`config.mk`:
```
export PLATFORM = sky130hd
export DESIGN_NAME = pcm_byte_serializer_flat
export DESIGN_NICKNAME = d
export VERILOG_FILES = /design/src/rtl/pcm_byte_serializer_if.sv /design/src/rtl/pcm_byte_serializer.sv /design/src/flat_wrapper.sv
export SDC_FILE = /design/constraint.sdc
export NUM_CORES = 1
export LEC_CHECK = 0
export BUFFER_PORTS_ARGS = -buffer_cell sky130_fd_sc_hd__clkbuf_2
export CORE_UTILIZATION = 40
export CTS_BUF_LIST = sky130_fd_sc_hd__clkbuf_8
export DETAILED_ROUTE_END_ITERATION = 8
export GPL_TIMING_DRIVEN = 0
export MAX_ROUTING_LAYER = met4
export PLACE_DENSITY = 0.61
export SLEW_MARGIN = 20
export SYNTH_ARGS = -nofsm -noshare
export SYNTH_HDL_FRONTEND = slang
export SYNTH_SLANG_ARGS = --single-unit
```
`constraint.sdc`:
```
create_clock -name clk -period 4 [get_ports clk]
set_input_delay 0.4 -clock clk [delete_from_list [all_inputs] [get_ports clk]]
set_output_delay 0.4 -clock clk [all_outputs]
set_load 0.02 [all_outputs]
```
`src/rtl/pcm_byte_serializer_if.sv`:
```
// Byte-stream valid/ready bundle between the PCM serializer and the WAV capture.
// The master drives data and framing; the slave drives ready.
interface pcm_byte_serializer_if;
    logic       byte_valid;
    logic       byte_ready;
    logic [7:0] byte_data;
    logic       byte_last;

    modport master (
        output byte_valid,
        output byte_data,
        output byte_last,
        input  byte_ready
    );

    modport slave (
        input  byte_valid,
        input  byte_data,
        input  byte_last,
        output byte_ready
    );
endinterface

```
`src/rtl/pcm_byte_serializer.sv`:
```
// PCM frame to little-endian interleaved byte stream, with a frame FIFO
// that drops (and counts) frames instead of stalling the sample source.
module pcm_byte_serializer #(
    parameter int unsigned SAMPLE_BITS = 16,
    parameter int unsigned CHANNELS    = 2,
    parameter int unsigned FIFO_DEPTH  = 4
) (
    input  logic                            clk,
    input  logic                            rst_n,
    input  logic                            sample_stb,
    input  logic [CHANNELS*SAMPLE_BITS-1:0] sample_data,
    pcm_byte_serializer_if.master           byte_if,
    output logic [31:0]                     frame_cnt,
    output logic [15:0]                     drop_cnt
);

    localparam int unsigned FRAME_BITS  = CHANNELS * SAMPLE_BITS;
    localparam int unsigned FRAME_BYTES = FRAME_BITS / 8;
    localparam int unsigned PTR_W       = $clog2(FIFO_DEPTH);
    localparam int unsigned CNT_W       = $clog2(FIFO_DEPTH + 1);
    localparam int unsigned IDX_W       =
        (FRAME_BYTES > 1) ? $clog2(FRAME_BYTES) : 1;

    // WAV stores 8-bit PCM as offset binary, wider PCM as signed.
    localparam logic [7:0] BYTE_XOR =
        (SAMPLE_BITS == 8) ? 8'h80 : 8'h00;

    localparam logic [CNT_W-1:0] CNT_FULL = CNT_W'(FIFO_DEPTH);
    localparam logic [IDX_W-1:0] IDX_LAST = IDX_W'(FRAME_BYTES - 1);

    typedef enum logic {
        IDLE,
        SEND
    } state_t;

    state_t state_q, state_d;

    logic [FRAME_BITS-1:0] mem_q [FIFO_DEPTH];
    logic [PTR_W-1:0]      wr_ptr_q, wr_ptr_d;
    logic [PTR_W-1:0]      rd_ptr_q, rd_ptr_d;
    logic [CNT_W-1:0]      count_q, count_d;

    logic [FRAME_BITS-1:0] shift_q, shift_d;
    logic [IDX_W-1:0]      idx_q, idx_d;

    logic [31:0] frame_cnt_q, frame_cnt_d;
    logic [15:0] drop_cnt_q, drop_cnt_d;

    logic empty;
    logic full;
    logic xfer;
    logic last_idx;
    logic pop;
    logic push;
    logic drop;

    assign empty    = (count_q == '0);
    assign full     = (count_q == CNT_FULL);
    assign xfer     = (state_q == SEND) && byte_if.byte_ready;
    assign last_idx = (idx_q == IDX_LAST);

    // A pop on this edge frees a slot for a simultaneous push.
    assign push = sample_stb && (!full || pop);
    assign drop = sample_stb && !push;

    always_comb begin
        state_d = state_q;
        pop     = 1'b0;
        unique case (state_q)
            IDLE: begin
                if (!empty) begin
                    pop     = 1'b1;
                    state_d = SEND;
                end
            end
            SEND: begin
                if (xfer && last_idx) begin
                    if (!empty) begin
                        pop = 1'b1;
                    end else begin
                        state_d = IDLE;
                    end
                end
            end
            default: state_d = IDLE;
        endcase
    end

    always_comb begin
        wr_ptr_d = wr_ptr_q;
        rd_ptr_d = rd_ptr_q;
        count_d  = count_q;
        if (push) begin
            wr_ptr_d = wr_ptr_q + PTR_W'(1);
        end
        if (pop) begin
            rd_ptr_d = rd_ptr_q + PTR_W'(1);
        end
        count_d = count_q + CNT_W'(push) - CNT_W'(pop);
    end

    always_comb begin
        shift_d = shift_q;
        idx_d   = idx_q;
        if (pop) begin
            shift_d = mem_q[rd_ptr_q];
            idx_d   = '0;
        end else if (xfer) begin
            shift_d = shift_q >> 8;
            idx_d   = idx_q + IDX_W'(1);
        end
    end

    always_comb begin
        frame_cnt_d = frame_cnt_q;
        drop_cnt_d  = drop_cnt_q;
        if (xfer && last_idx) begin
            frame_cnt_d = frame_cnt_q + 32'd1;
        end
        if (drop && (drop_cnt_q != 16'hFFFF)) begin
            drop_cnt_d = drop_cnt_q + 16'd1;
        end
    end

    always_ff @(posedge clk or negedge rst_n) begin
        if (!rst_n) begin
            state_q     <= IDLE;
            wr_ptr_q    <= '0;
            rd_ptr_q    <= '0;
            count_q     <= '0;
            shift_q     <= '0;
            idx_q       <= '0;
            frame_cnt_q <= '0;
            drop_cnt_q  <= '0;
        end else begin
            state_q     <= state_d;
            wr_ptr_q    <= wr_ptr_d;
            rd_ptr_q    <= rd_ptr_d;
            count_q     <= count_d;
            shift_q     <= shift_d;
            idx_q       <= idx_d;
            frame_cnt_q <= frame_cnt_d;
            drop_cnt_q  <= drop_cnt_d;
        end
    end

    // Storage needs no reset: occupancy is tracked by count_q.
    always_ff @(posedge clk) begin
        if (push) begin
            mem_q[wr_ptr_q] <= sample_data;
        end
    end

    assign byte_if.byte_valid = (state_q == SEND);
    assign byte_if.byte_last  = (state_q == SEND) && last_idx;
    assign byte_if.byte_data  =
        (state_q == SEND) ? (shift_q[7:0] ^ BYTE_XOR) : 8'h00;

    assign frame_cnt = frame_cnt_q;
    assign drop_cnt  = drop_cnt_q;

endmodule

```
`src/flat_wrapper.sv`:
```
// flat-port wrapper written by rule: the top's interface ports become plain ports
module pcm_byte_serializer_flat 
#(
    parameter int unsigned SAMPLE_BITS = 16,
    parameter int unsigned CHANNELS    = 2,
    parameter int unsigned FIFO_DEPTH  = 4
)
  (clk, rst_n, sample_stb, sample_data, frame_cnt, drop_cnt, byte_if_byte_valid, byte_if_byte_data, byte_if_byte_last, byte_if_byte_ready);
  pcm_byte_serializer_if byte_if_i ();
  input  logic clk;
  input  logic rst_n;
  input  logic sample_stb;
  input  logic [CHANNELS*SAMPLE_BITS-1:0] sample_data;
  output logic [31:0] frame_cnt;
  output logic [15:0] drop_cnt;
  output wire logic [$bits(byte_if_i.byte_valid)-1:0] byte_if_byte_valid;
  output wire logic [$bits(byte_if_i.byte_data)-1:0] byte_if_byte_data;
  output wire logic [$bits(byte_if_i.byte_last)-1:0] byte_if_byte_last;
  input wire logic [$bits(byte_if_i.byte_ready)-1:0] byte_if_byte_ready;
  assign byte_if_byte_valid = byte_if_i.byte_valid;
  assign byte_if_byte_data = byte_if_i.byte_data;
  assign byte_if_byte_last = byte_if_i.byte_last;
  assign byte_if_i.byte_ready = byte_if_byte_ready;
  pcm_byte_serializer #(.SAMPLE_BITS(SAMPLE_BITS), .CHANNELS(CHANNELS), .FIFO_DEPTH(FIFO_DEPTH)) u_core (.clk(clk), .rst_n(rst_n), .sample_stb(sample_stb), .sample_data(sample_data), .byte_if(byte_if_i), .frame_cnt(frame_cnt), .drop_cnt(drop_cnt));
endmodule
```
==> results.py, run 1 <==
metrics = {
    "place": {
        "finalWeightedCongestion": 0.8174,
        "dp_slack_ns": 0.9006,
        "io_buffers": 93,
        "dp_hpwl_um": 11270,
    },
    "cts": {
        "clkSlewWorstSetupHoldPaths_ns": 0.06,
        "worstSkewPairLatency_ns": 0.51,
        "clockBufferDepth": 3,
        "post_cts_buffers": 0,
        "cts_resized": 0,
        "cts_buffers": 37,
        "clkSinkCount": 218,
        "h-tree-depth": 2,
        "cts_tree": "built",
        "clockRootBuffer": "clkbuf_8",
    },
    "synth": {
        "yosys_warnings": 0,
        "syn-cell-area_um2": 8753,
        "synthesis.nets": 605,
        "ys_top_cells_by_count": "edfxtp_1, dfrtp_1, nand2_1",
        "synth_cells": 559,
        "syn_avg_cell_area_um2": 15.66,
        "postSynth.asyncResetShare_pct": 41.28,
        "yosysSeqAreaShare_pct": 69.64,
        "synthTopCellsByArea": "edfxtp_1, dfrtp_1, mux4_2",
        "synth_largest_area_cell": "edfxtp_1",
        "synthDistinctLibCells": 39,
        "synthDominantCellAreaShare_pct": 43.91,
        "ys.flop_type": "edfxtp_1",
        "synth_most_common_cell": "edfxtp_1",
        "synth_edf_count": 128,
        "synth_seq_cells": 218,
    },
    "die": {
        "coreArea_um2": 21220,
        "die_h_um": 149.9,
        "row_count": 53,
        "start_util_pct": 41.25,
        "io_pins": 94,
        "die_area_um2": 22480,
        "die_x_um": 149.9,
    },
    "timing": {
        "fin_setup_tns_ns": 0,
        "tightest_slew_ns": 0.7510,
        "finClkSkew_ns": 0.01663,
        "setup_viol": 0,
        "rsz0062_at_grt": "no",
        "timing.final.ws_setup_ns": 0.9190,
        "fin_crit_sh_pct": 77.03,
        "max_freq_mhz": 324.6,
        "hold_viol": 0,
        "period_needed_ns": 3.081,
        "relSlewSlack_pct": 49.93,
        "hold_ws_ns": 0.09984,
        "drv_slew": 0,
    },
    "detailed_routing": {
        "via_count": 4985,
        "wire_per_inst_um": 16.64,
        "viasPerCell": 4.990,
        "dr.pass1.iters": 4,
        "first_iter_violations": 164,
        "ant_nets": 0,
        "routed_wl_um": 16620,
        "drcViolationCount": 0,
    },
    "power_and_ir_drop": {
        "p_total_mw": 6.508,
        "irDropWorstVdd_uv": 357.3,
        "p_leak_nw": 4.302,
        "clockPowerShare_pct": 28.7,
        "switching_share_pct": 29.55,
        "switchingPower_mw": 1.923,
        "power_frac_comb_pct": 24.4,
        "pwr-share-seq_pct": 46.9,
        "intPower_mw": 4.585,
        "p_per_area_nw_per_um2": 626.3,
    },
    "cells_and_area": {
        "fin_nets": 742,
        "area_growth_pct": 18.71,
        "n_antenna_cell": 0,
        "final_layout_size_suffix_gt1_share_pct": 27.35,
    },
    "critical_path": {
        "cp_slowest_cell": "fa_1",
        "cp_common_cell": "ha_1",
        "cp-start-kind": "register",
        "crit_type": "reg -> reg",
        "crit_chain": "ha_1 -> a21boi_4 -> or2_2 -> buf_2 -> inv_2 -> clkbuf_1 -> ha_1 -> inv_1 -> ha_1 -> inv_1 -> fa_1 -> xnor2_1 -> xnor2_1",
        "worst-path-max-fanout": 10,
        "arrival_ns": 3.51,
        "crit_required_ns": 4.43,
        "slowest_delay_ns": 0.40,
        "cp-end-kind": "register",
    },
    "global_route": {
        "grt_use_total_pct": 16.03,
        "grt_pass1_wl_um": 26720,
        "grt_pass1_vias": 5197,
        "overflow": 0,
        "grt_antenna_before_repair": 0,
        "grt_start_max_net_pins": 91,
    },
    "min_path": {
        "hold_path.class": "in -> reg",
    },
    "run_status": {
        "outcome": "finished, final reports clean",
    },
    "run": {
        "cap_violations": 0,
    },
}
## final cells by class
type / count / area, µm²
plain buffers: 21 / 87.58
fillers: 1867 / 10830
multi-input cells: 310 / 2537
clock inverters: 25 / 131.4
inverters: 10 / 37.54
clock buffers: 42 / 578.1
flip-flops and latches: 218 / 6096
well taps: 275 / 344.1
repair buffers: 98 / 579.3
## power by group through the flow
stage / Clock (mW) / Sequential [mW] / Combinational (mW)
after floorplan: 0 / 3.09 / 1.06
after global placement: 0 / 3.09 / 1.52
after detailed placement: 0 / 3.10 / 1.63
after CTS: 1.94 / 3.06 / 1.63
after global routing: 2.03 / 3.10 / 1.76
final: 1.87 / 3.05 / 1.59
## cells by family (layout without fill, tap and decap cells)
logic type,after synthesis,in the layout,share of synthesized area [%]
buffers and inverters,31,196,1.429
DFF,218,218,69.64
xor gates and xnor gates,52,52,5.203
and+or+nand+nor,162,162,9.205
AOI/OAI and AO/OA,28,28,1.772
muxes,58,58,11.23
adders and majority gates,10,10,1.515
## path summary, 6_finish.rpt
kind | start | end | slack (ns) | cells after the start
max in group asynchronous | rst_n | u_core.shift_q[19] | 2.97 | 2
min reg2reg | u_core.frame_cnt[31] | u_core.frame_cnt[31] | 0.48 | 1
min in group asynchronous | rst_n | u_core.drop_cnt[11] | 0.49 | 2
min | sample_data[21] | u_core.mem_q[3][21] | 0.1 | 1
max reg2reg | u_core.idx_q[0] | u_core.count_q[2] | 0.92 | 13
max | u_core.idx_q[0] | u_core.count_q[2] | 0.92 | 13
## cells in the final DEF, fill, tap and decap left out, types with 2 or more instances in the layout
| cell type | instances |
|---|---|
| clkinv_1 | 3 |
| nand3_1 | 21 |
| xnor2_1 | 33 |
| mux4_2 | 32 |
| ha_1 | 9 |
| and2_2 | 4 |
| nand2_1 | 66 |
| clkbuf_8 | 43 |
| and2_1 | 11 |
| nor3_1 | 5 |
| clkinv_2 | 6 |
| buf_16 | 2 |
| buf_12 | 2 |
| mux2i_1 | 24 |
| dfrtp_1 | 90 |
| and4_1 | 3 |
| inv_1 | 23 |
| clkbuf_1 | 15 |
| nor2_1 | 16 |
| and3_1 | 9 |
| xor2_1 | 19 |
| buf_2 | 4 |
| mux2_2 | 2 |
| nor2_2 | 3 |
| nand4_1 | 12 |
| o21ai_0 | 25 |
| edfxtp_1 | 128 |
| clkbuf_2 | 92 |
| nor4_1 | 2 |
## worst max-delay path, delay by kind of cell, from the launching register on
kind / cells / cell delay, ns
compound gates: 1 / 0.09
fa+ha+maj: 4 / 1.11
buf+inv: 5 / 0.81
xor+xnor: 2 / 0.33
flops: 1 / 0.37
simple gates: 1 / 0.30
## sequential cells by signal, summed over array words and instances, names as in the netlist
register                   count
u_core.shift_q                32
u_core.count_q                 3
u_core.wr_ptr_q                2
u_core.frame_cnt              32
u_core.mem_q                 128
u_core.rd_ptr_q                2
u_core.idx_q                   2
u_core.byte_if.byte_valid      1
u_core.drop_cnt               16
## metrics by stage
step | cell area [µm²] | utilization (%) | instances
after floorplan | 8753 | - | 559
after global placement | 9563 | 45.06 | 927
after detailed placement | 9672 | 45.58 | 931
after CTS | 10390 | 48.97 | 999
after global routing | 10390 | 48.97 | 999
final | 10390 | 48.97 | 999
## repair_timing
| action | in CTS | in global routing |
|---|---|---|
| setup endpoints to repair | 0 | 0 |
| hold endpoints to repair | 90 | 0 |
| hold buffers | 1 | 0 |
## routing by layer
layer	vias to the layer above	part of all wire, %	track usage (%)
met5	-	0	-
met4	0	2.1	5.606
met3	34	5.0	3.201
met2	129	49	25.97
met1	2487	44	20.04
li1	2335	-	-
No activity file was read; power rests on OpenSTA's default activity.
==> inputs of run 2 (changes only) <==
--- a/config.mk
+++ b/config.mk
@@ -5,13 +5,14 @@
 export SDC_FILE = /design/constraint.sdc
 export NUM_CORES = 1
 export LEC_CHECK = 0
+export ABC_AREA = 1
 export BUFFER_PORTS_ARGS = -buffer_cell sky130_fd_sc_hd__clkbuf_2
 export CORE_UTILIZATION = 40
 export CTS_BUF_LIST = sky130_fd_sc_hd__clkbuf_8
 export DETAILED_ROUTE_END_ITERATION = 8
 export GPL_TIMING_DRIVEN = 0
 export MAX_ROUTING_LAYER = met4
-export PLACE_DENSITY = 0.61
+export PLACE_DENSITY = 0.63
 export SLEW_MARGIN = 20
 export SYNTH_ARGS = -nofsm -noshare
 export SYNTH_HDL_FRONTEND = slang
==> constraint.sdc (replaced) <==
create_clock -name clk -period 2.7 [get_ports clk]
set_input_delay 0.27 -clock clk [delete_from_list [all_inputs] [get_ports clk]]
set_output_delay 0.27 -clock clk [all_outputs]
set_load 0.02 [all_outputs]
==> run 2 against run 1 <==
Compared with the run above:
- global-route usage up 3.3 points
- synthesized cell count up 65%
- flip-flop and latch count is the same
- largest power group unchanged
- setup slack got worse by 0.74 ns
- clock power increased by 48%
- core utilization increased by 1.5 points
- maximum frequency up 22%
- highest routed layer unchanged
- critical path depth unchanged
- register-to-register slack got worse by 0.74 ns
- clock skew up 0.00097 ns
==> results.py, run 2 <==
metrics = {
    "run_status": {
        "outcome": "finished, final reports clean",
    },
    "die": {
        "die_x_um": 155.9,
        "coreArea_um2": 22920,
        "die_area_um2": 24310,
        "io_pins": 94,
        "start_util_pct": 41.35,
        "die_h_um": 155.9,
        "row_count": 55,
    },
    "detailed_routing": {
        "drcViolationCount": 0,
        "via_count": 7069,
        "routed_wl_um": 22180,
        "first_iter_violations": 435,
        "ant_nets": 0,
        "dr.pass1.iters": 4,
        "wire_per_inst_um": 15.38,
        "viasPerCell": 4.902,
    },
    "timing": {
        "period_needed_ns": 2.524,
        "max_freq_mhz": 396.2,
        "drv_slew": 0,
        "hold_ws_ns": 0.1138,
        "tightest_slew_ns": 0.5687,
        "relSlewSlack_pct": 61.99,
        "rsz0062_at_grt": "no",
        "finClkSkew_ns": 0.01761,
        "fin_setup_tns_ns": 0,
        "fin_crit_sh_pct": 93.48,
        "hold_viol": 0,
        "setup_viol": 0,
    },
    "cells_and_area": {
        "fin_nets": 1147,
        "final_common_cell": "nand2_1",
        "layout_common_cells": "nand2_1, edfxtp_1, nor2_1, clkbuf_2, dfrtp_1",
        "area_growth_pct": 22.12,
        "final_layout_size_suffix_gt1_share_pct": 17.27,
        "top_register": "u_core.mem_q",
        "layoutNonFillerInstCount": 1442,
        "largest_reg_flops": 128,
        "fillers": 2124,
        "n_antenna_cell": 0,
    },
    "cts": {
        "clockBufferDepth": 3,
        "worstSkewPairLatency_ns": 0.54,
        "cts_buffers": 38,
        "clkSlewWorstSetupHoldPaths_ns": 0.06,
        "cts_tree": "built",
        "h-tree-depth": 2,
        "clkSinkCount": 218,
        "clockRootBuffer": "clkbuf_8",
    },
    "critical_path": {
        "crit_required_ns": 3.16,
        "crit_type": "reg -> reg",
        "worst-path-max-fanout": 10,
        "cp-end-kind": "register",
        "arrival_ns": 2.98,
        "cp-start-kind": "register",
    },
    "place": {
        "finalWeightedCongestion": 0.8242,
        "dp_hpwl_um": 15150,
        "io_buffers": 93,
        "dp.cells": 1337,
    },
    "global_route": {
        "grt_use_total_pct": 19.34,
        "grt_pass1_vias": 6876,
        "grt_start_max_net_pins": 57,
        "overflow": 0,
        "grt_antenna_before_repair": 0,
        "grt_pass1_wl_um": 35440,
    },
    "synth": {
        "yosys_warnings": 0,
        "syn_avg_cell_area_um2": 10.24,
        "synth_edf_count": 128,
        "ys.flop_type": "edfxtp_1",
        "synth_most_common_cell": "nand2_1",
        "synth_cells": 925,
        "synthDominantCellAreaShare_pct": 40.57,
        "synth_largest_area_cell": "edfxtp_1",
        "yosysSeqAreaShare_pct": 64.33,
        "synthesis.nets": 971,
        "syn-cell-area_um2": 9475,
        "synthDistinctLibCells": 30,
        "postSynth.asyncResetShare_pct": 41.28,
        "synthTopCellsByArea": "edfxtp_1, dfrtp_1, nand2_1",
        "ys_top_cells_by_count": "nand2_1, edfxtp_1, nor2_1",
        "synth_seq_cells": 218,
    },
    "power_and_ir_drop": {
        "p_total_mw": 10.61,
        "pwr-share-seq_pct": 43.6,
        "power_frac_comb_pct": 30.4,
        "clockPowerShare_pct": 26.0,
        "irDropWorstVdd_uv": 446.5,
        "intPower_mw": 6.811,
        "switching_share_pct": 35.82,
        "p_per_area_nw_per_um2": 917.1,
        "p_leak_nw": 4.843,
        "switchingPower_mw": 3.801,
    },
    "run": {
        "cap_violations": 0,
    },
    "min_path": {
        "hold_path.class": "in -> reg",
    },
}
[run 2: worst paths after layout]
check | cells past startpoint | slack, ns | start | endpoint
hold / removal | 4 | 0.11 | byte_if_byte_ready | u_core.idx_q[1]
setup / recovery | 13 | 0.18 | u_core.idx_q[0] | u_core.count_q[2]
setup reg to reg | 13 | 0.18 | u_core.idx_q[0] | u_core.count_q[2]
max in group asynchronous | 3 | 1.91 | rst_n | u_core.shift_q[0]
min in group asynchronous | 2 | 0.21 | rst_n | u_core.frame_cnt[8]
hold reg to reg | 2 | 0.50 | u_core.shift_q[2] | u_core.shift_q[2]
[run 2: per-stage QoR]
stage               setup slack [ns]  area [µm²]  utilization (%)
floorplan                   -0.08892        9475                -
global placement              -1.458       10330            45.09
detailed placement           0.04729       10500            45.83
CTS                          0.04052       11530            50.33
global route                 0.01854       11570            50.49
finish                        0.1761       11570            50.49
[run 2: repair_timing]
| item | in CTS | in global routing |
|---|---|---|
| setup endpoints to repair | 0 | 1 |
| gates resized for setup | 0 | 4 |
| endpoints found under the hold margin | 218 | 0 |
| hold buffers | 33 | 0 |
| setup buffers | 0 | 4 |
[run 2: cell type report]
| cell class | count | area [µm²] | area share, % |
|---|---|---|---|
| clock inverter | 25 | 110.1 | 0.9516 |
| multi-input combinational | 614 | 3019 | 26.09 |
| clock buffer | 43 | 591.8 | 5.115 |
| tap | 313 | 391.6 | 3.385 |
| buffer | 34 | 173.9 | 1.503 |
| sequential | 218 | 6096 | 52.68 |
| inverter | 59 | 224.0 | 1.936 |
| timing repair buffer | 136 | 964.7 | 8.337 |
[run 2: layer usage]
metal / global-route usage, % / part of all wire [%] / vias up
met5: - / 0 / -
met3: 3.639 / 6.0 / 48
met4: 7.143 / 2.5 / 0
li1: - / - / 3473
met2: 31.25 / 48 / 217
met1: 24.21 / 43 / 3331
[run 2: worst max-delay path, cell delays in order, from the launching register on]
cell	delay, ns
dfrtp_1	0.39
ha_1	0.21
nand3_1	0.12
nand2_2	0.09
nand2_4	0.14
inv_4	0.09
buf_4	0.18
ha_1	0.27
inv_1	0.05
ha_1	0.13
inv_1	0.05
fa_1	0.38
xnor2_1	0.20
xor2_1	0.15
[run 2: cells by family (layout without fill, tap and decap cells)]
kind of cell	count (synthesis)	count (layout)	share of synthesized area (%)
and+or+nand+nor	445	445	19.49
AOI/OAI and AO/OA	124	124	7.395
buffers and inverters	93	297	4.146
xor gates and xnor gates	35	35	3.235
adders and majority gates	10	10	1.400
DFF	218	218	64.33
[run 2: power by group through the flow]
| stage | registers (mW) | clock network [mW] | logic [mW] |
|---|---|---|---|
| after floorplan | 4.73 | 0 | 1.90 |
| after global placement | 4.71 | 0 | 2.97 |
| after detailed placement | 4.69 | 0 | 3.18 |
| after CTS | 4.63 | 2.85 | 3.24 |
| after global routing | 4.70 | 3.01 | 3.60 |
| final | 4.63 | 2.76 | 3.22 |
